### config.mk
export PLATFORM = sky130hd
export DESIGN_NAME = j_dsp_ram_xfer
export DESIGN_NICKNAME = d
export VERILOG_FILES = /design/src/rtl/j_dsp_ram_xfer.sv
export SDC_FILE = /design/constraint.sdc
export NUM_CORES = 1
export LEC_CHECK = 0
export ABC_AREA = 1
export BUFFER_PORTS_ARGS = -buffer_cell sky130_fd_sc_hd__buf_2
export CAP_MARGIN = 10
export CORE_MARGIN = 2
export CORE_UTILIZATION = 46
export CTS_CLUSTER_SIZE = 20
export DETAILED_ROUTE_END_ITERATION = 7
export PLACE_DENSITY_LB_ADDON = 0.05
export SLEW_MARGIN = 20
export SYNTH_ARGS = -nofsm -noshare
export SYNTH_HDL_FRONTEND = slang
export SYNTH_SLANG_ARGS = --single-unit
export TNS_END_PERCENT = 10
### constraint.sdc
create_clock -name sys_clk -period 3.05 [get_ports sys_clk]
set_clock_uncertainty 0.15 [all_clocks]
set_input_delay 0.305 -clock sys_clk [delete_from_list [all_inputs] [get_ports sys_clk]]
set_output_delay 0.305 -clock sys_clk [all_outputs]
set_load 0.1 [all_outputs]
### src/rtl/j_dsp_ram_xfer.sv
// j_dsp_ram_xfer: block mover between the DSP local RAM and a pair of streams.
//   Write stream (wr_*) -> RAM, or RAM -> read stream (rd_*), one block per start.
//   Yields the local bus whenever core_req is high.
// Ports:
//   sys_clk, reset                 clock, async active-high reset
//   start, dir, start_addr, count  command (sampled when start is accepted)
//   busy, done                     status; done is a one-cycle completion pulse
//   wr_data/wr_valid/wr_ready      write stream (handshake lands the RAM write)
//   rd_data/rd_valid/rd_ready      read stream, fed from a 2-entry FIFO
//   core_req                       DSP core owns the bus this cycle
//   ram_addr, ramen, gpu_memw,
//   gpu_data_out, gpu_data_oe,
//   gpu_data_in                    local RAM bus (read data one cycle after access)
// Optional: J_DSP_RAM_XFER_ABORT_EN adds input abort and output aborted.
module j_dsp_ram_xfer #(
    parameter int unsigned AW = 10,
    parameter int unsigned DW = 32
) (
    input  logic          sys_clk,
    input  logic          reset,
    input  logic          start,
    input  logic          dir,
    input  logic [AW-1:0] start_addr,
    input  logic [AW:0]   count,
    output logic          busy,
    output logic          done,
`ifdef J_DSP_RAM_XFER_ABORT_EN
    input  logic          abort,
    output logic          aborted,
`endif
    input  logic [DW-1:0] wr_data,
    input  logic          wr_valid,
    output logic          wr_ready,
    output logic [DW-1:0] rd_data,
    output logic          rd_valid,
    input  logic          rd_ready,
    input  logic          core_req,
    output logic [AW-1:0] ram_addr,
    output logic [1:0]    ramen,
    output logic          gpu_memw,
    output logic [DW-1:0] gpu_data_out,
    output logic          gpu_data_oe,
    input  logic [DW-1:0] gpu_data_in
);

    localparam int unsigned CW = AW + 1;

    typedef enum logic [2:0] {S_IDLE, S_WRITE, S_READ, S_DRAIN, S_DONE} state_t;

    state_t          state, state_nxt;
    logic [AW-1:0]   addr_q;
    logic [CW-1:0]   remain_q;
    logic [1:0]      occ_q;
    logic            inflight_q;
    logic            wr_ptr_q, rd_ptr_q;
    logic [DW-1:0]   fifo_q [2];

    logic            abort_c, busy_st, accept, last, pop;
    logic            wr_acc, rd_acc, acc;
    logic [2:0]      fill;

`ifdef J_DSP_RAM_XFER_ABORT_EN
    assign abort_c = abort;
`else
    assign abort_c = 1'b0;
`endif

    // Status and stream-side decode
    assign busy_st  = (state == S_WRITE) || (state == S_READ) || (state == S_DRAIN);
    assign busy     = busy_st;
    assign done     = (state == S_DONE);
    assign accept   = start && ((state == S_IDLE) || (state == S_DONE));
    assign last     = (remain_q == CW'(1));
    assign rd_valid = (occ_q != 2'd0);
    assign rd_data  = fifo_q[rd_ptr_q];
    assign pop      = rd_valid && rd_ready;

    // FIFO fill after this cycle's pop, counting the word still in flight.
    // Including the pop lets a read issue every cycle with rd_ready held high.
    assign fill = 3'(occ_q) + 3'(inflight_q) - 3'(pop);

    // Access decode: the RAM write lands in the stream handshake cycle
    assign wr_ready = (state == S_WRITE) && !core_req && !abort_c;
    assign wr_acc   = wr_ready && wr_valid;
    assign rd_acc   = (state == S_READ) && !core_req && !abort_c &&
                      (remain_q != '0) && (fill < 3'd2);
    assign acc      = wr_acc || rd_acc;

    // Local bus drive; everything idles at zero when no access is issued
    assign ram_addr     = acc ? addr_q : '0;
    assign ramen        = acc ? (addr_q[AW-1] ? 2'b10 : 2'b01) : 2'b00;
    assign gpu_memw     = wr_acc;
    assign gpu_data_oe  = wr_acc;
    assign gpu_data_out = wr_acc ? wr_data : '0;

    // State register
    always_ff @(posedge sys_clk or posedge reset) begin
        if (reset) state <= S_IDLE;
        else       state <= state_nxt;
    end

    // Next-state logic; DONE accepts a new command since busy is already low
    always_comb begin
        state_nxt = state;
        case (state)
            S_IDLE, S_DONE: begin
                if (start) begin
                    if (count == '0) state_nxt = S_DONE;
                    else             state_nxt = dir ? S_READ : S_WRITE;
                end else begin
                    state_nxt = S_IDLE;
                end
            end
            S_WRITE: begin
                if (abort_c)              state_nxt = S_DONE;
                else if (wr_acc && last)  state_nxt = S_DONE;
            end
            S_READ: begin
                if (abort_c)              state_nxt = S_DONE;
                else if (rd_acc && last)  state_nxt = S_DRAIN;
            end
            S_DRAIN: begin
                if (abort_c)              state_nxt = S_DONE;
                else if (fill == 3'd0)    state_nxt = S_DONE;
            end
            default: state_nxt = S_IDLE;
        endcase
    end

    // Address/count and read FIFO
    always_ff @(posedge sys_clk or posedge reset) begin
        if (reset) begin
            addr_q     <= '0;
            remain_q   <= '0;
            occ_q      <= 2'd0;
            inflight_q <= 1'b0;
            wr_ptr_q   <= 1'b0;
            rd_ptr_q   <= 1'b0;
            fifo_q[0]  <= '0;
            fifo_q[1]  <= '0;
        end else begin
            if (accept) begin
                addr_q   <= start_addr;
                remain_q <= count;
            end else if (acc) begin
                addr_q   <= addr_q + AW'(1);
                remain_q <= remain_q - CW'(1);
            end
            if (abort_c && busy_st) begin
                // Abort drops queued words and any return still in flight
                occ_q      <= 2'd0;
                inflight_q <= 1'b0;
                wr_ptr_q   <= 1'b0;
                rd_ptr_q   <= 1'b0;
            end else begin
                inflight_q <= rd_acc;
                if (inflight_q) begin
                    fifo_q[wr_ptr_q] <= gpu_data_in;
                    wr_ptr_q         <= ~wr_ptr_q;
                end
                if (pop) rd_ptr_q <= ~rd_ptr_q;
                occ_q <= fill[1:0];
            end
        end
    end

`ifdef J_DSP_RAM_XFER_ABORT_EN
    // Remembers that the transfer ending in this DONE cycle was aborted
    logic abort_flag_q;
    always_ff @(posedge sys_clk or posedge reset) begin
        if (reset) abort_flag_q <= 1'b0;
        else       abort_flag_q <= abort_c && busy_st;
    end
    assign aborted = done && abort_flag_q;
`endif

endmodule

==> flow_metrics.py <==
metrics = {
    "status": {
        "outcome": "complete, but fails checks",
        "violations": "negative setup slack",
    },
    "place": {
        "dp_hpwl_mm": 9.16,
        "gp_congestion": 0.808,
        "placed_area_sq_mm": 0.00633,
        "dp_cells": 991,
        "dp_slack_ps": -21.6,
        "io_buffers": 173,
    },
    "sta": {
        "max-slew-margin-rel": 0.297,
        "worstMarginPinSlew_ps": 1050,
        "max_freq_ghz": 0.298,
        "setup_viol": 12,
        "fin_ws_ps": -311,
        "hold_viol": 0,
        "post-route-period-util": 1.10,
        "rsz0062_at_grt": "true",
        "slew_violations": 0,
        "holdWs_ps": 13.9,
        "final.min_clock_period_ps": 3360,
    },
    "route": {
        "viasPerCell": 4.81,
        "remaining_drc_errors": 0,
        "via_count": 4856,
        "drtAntennaViolNets": 0,
        "first_pass_iters": 6,
        "drt-initial-drc-count": 254,
        "wl_mm": 12.7,
        "wl_per_cell_um": 12.6,
    },
    "floorplanning": {
        "die_w_um": 108,
        "num_rows": 37,
        "core_sq_mm": 0.0104,
        "start_util": 0.478,
        "die_h_um": 108,
        "die_area_sq_mm": 0.0117,
        "ios": 174,
    },
    "synthesis": {
        "synth.largest_area_cell": "dfrtp_1",
        "synthTopCellsByArea": "dfrtp_1 (47%), nand2_1 (19%), o21ai_0 (7.8%)",
        "synth_edf_count": 0,
        "syn-cell-area_sq_mm": 0.00498,
        "ys_async_sr_fraction": 1.00,
        "yosysTopAreaCellShare": 0.467,
        "synth.top_cells.by_count": "nand2_1 (252), inv_1 (102), dfrtp_1 (93)",
        "synth_ff_type": "dfrtp_1",
        "syn_area_per_cell_sq_um": 7.09,
        "ys_warn_count": 0,
        "ys_ff_latch": 93,
        "yosysMostFrequentCell": "nand2_1",
        "yosysUniqueCellTypes": 28,
        "postSynthCellCount": 703,
        "synth_nets": 801,
        "yosysSeqAreaShare": 0.467,
    },
    "clock_network": {
        "numCtsBuffers": 9,
        "htreeDepth": 3,
        "cts_root_buf": "clkbuf_8",
        "clk_latency_ps": 360,
        "clockBufferDepth": 2,
        "clk_pin_slew_worst_paths_ps": 100,
        "cts.sinks": 93,
        "cts_tree": "done",
    },
    "setup_path": {
        "critPathArrivalTime_ps": 2910,
        "start_kind": "register",
        "cp.required_ps": 2590,
        "cp-end-kind": "output port",
        "setup.worst_path.class": "register to output port",
        "worstPathMaxFanout": 12,
    },
    "cells_and_area": {
        "drive_above_1_share": 0.307,
        "layout.nets": 967,
        "final_cells": 1010,
        "area_growth_pct": 33.4,
        "design_area_sq_mm": 0.00665,
        "antenna_cells": 0,
    },
    "global_route": {
        "grt_max_degree": 65,
        "grt_pass1_wl_mm": 21.4,
        "grt_usage": 0.226,
        "first_global_vias": 4841,
        "grt_antenna_before_repair": 0,
        "grt_overflow": 0,
    },
    "worst_hold_path": {
        "worstHoldPathType": "input port to register",
    },
    "job": {
        "drv_cap": 0,
    },
}
-- routing by layer --
layer | part of all wire | up-vias | wire length, um | track usage
li1 | - | 2453 | - | -
met1 | 0.43 | 2240 | 5410 | 0.283
met2 | 0.50 | 141 | 6410 | 0.393
met3 | 0.053 | 22 | 678 | 0.0416
met4 | 0.016 | 0 | 206 | 0.0788
met5 | 0 | - | 0 | 0
-- cells by family after synthesis --
| kind of cell | count (synthesis) | share of synthesized area |
|---|---|---|
| AND/OR/NAND/NOR | 371 | 0.301 |
| buffers and inverters | 135 | 0.108 |
| flip-flops | 93 | 0.467 |
| AO/OA/AOI/OAI | 87 | 0.0879 |
| XOR/XNOR | 11 | 0.0193 |
| adder cells (fa/ha/maj) | 6 | 0.0166 |
-- final timing paths --
path / startpoint / end / slack (ps) / cells after the start
min reg2reg: fifo_q[11]$_DFFE_PP0P_ / fifo_q[11]$_DFFE_PP0P_ / 340 / 2
max reg2reg: occ_q[0]$_DFF_PP0_ / remain_q[7]$_DFFE_PP0P_ / 170 / 16
max in group asynchronous: reset / fifo_q[53]$_DFFE_PP0P_ / 1600 / 4
min in group asynchronous: reset / state[0]$_DFFE_PP0P_ / 420 / 3
min: start_addr[9] / addr_q[9]$_DFFE_PP0P_ / 10 / 3
max: occ_q[0]$_DFF_PP0_ / ramen[1] / -310 / 15
-- area by class of cell --
| cell class | count | area [sq um] |
|---|---|---|
| Tap cell | 136 | 170 |
| Fill cell | 987 | 3770 |
| Inverter | 104 | 412 |
| Clock buffer | 9 | 124 |
| Multi-Input combinational cell | 475 | 2330 |
| Sequential cell | 93 | 2330 |
| Clock inverter | 7 | 121 |
| Timing Repair Buffer | 186 | 1160 |
-- sequential cells by signal (all words and copies together), names as in the netlist --
signal	cells
addr_q	10
fifo_q	64
inflight_q	1
occ_q	2
rd_ptr_q	1
remain_q	11
state	3
wr_ptr_q	1
-- through the flow --
stage / util / TNS, ps
floorplan: - / -13270
CTS: 0.637 / -3550
finish: 0.638 / -3160
global route: 0.638 / -4820
detailed placement: 0.608 / -43.0
global placement: 0.608 / 0
-- cell usage in the layout (no fill, tap or decap), types with 3 or more instances in the layout --
cell type and instances:
buf_12 13, buf_2 161, buf_4 11, bufinv_16 3, clkbuf_8 9, dfrtp_1 93, ha_1 3, inv_1 98
nand2_1 249, nand2_2 7, nand3_1 27, nor2_1 29, nor2_2 32, nor2_4 13, nor3_1 4, o21ai_0 78
o21ai_1 6, xnor2_1 3, xor2_1 8
-- critical path: stages, from the launching register on --
cell,delay (ps)
dfrtp_1,390
or2_4,250
nand2_2,80
inv_2,40
ha_4,250
inv_2,40
ha_4,140
fa_1,470
inv_1,80
nand3_2,80
nor2_4,120
nand2_4,80
nand2_8,80
inv_12,80
nor2_4,150
buf_12,190
-- what timing repair did --
item,in CTS,in global routing
endpoints found under the hold margin,35,0
gates resized for setup,7,3
pin swaps,2,0
endpoints found under the setup margin,12,14
hold buffers,1,0
setup buffers,2,0
Power is not shown: default switching activity piles up to over one toggle a cycle in this logic, so the estimate is an artifact.
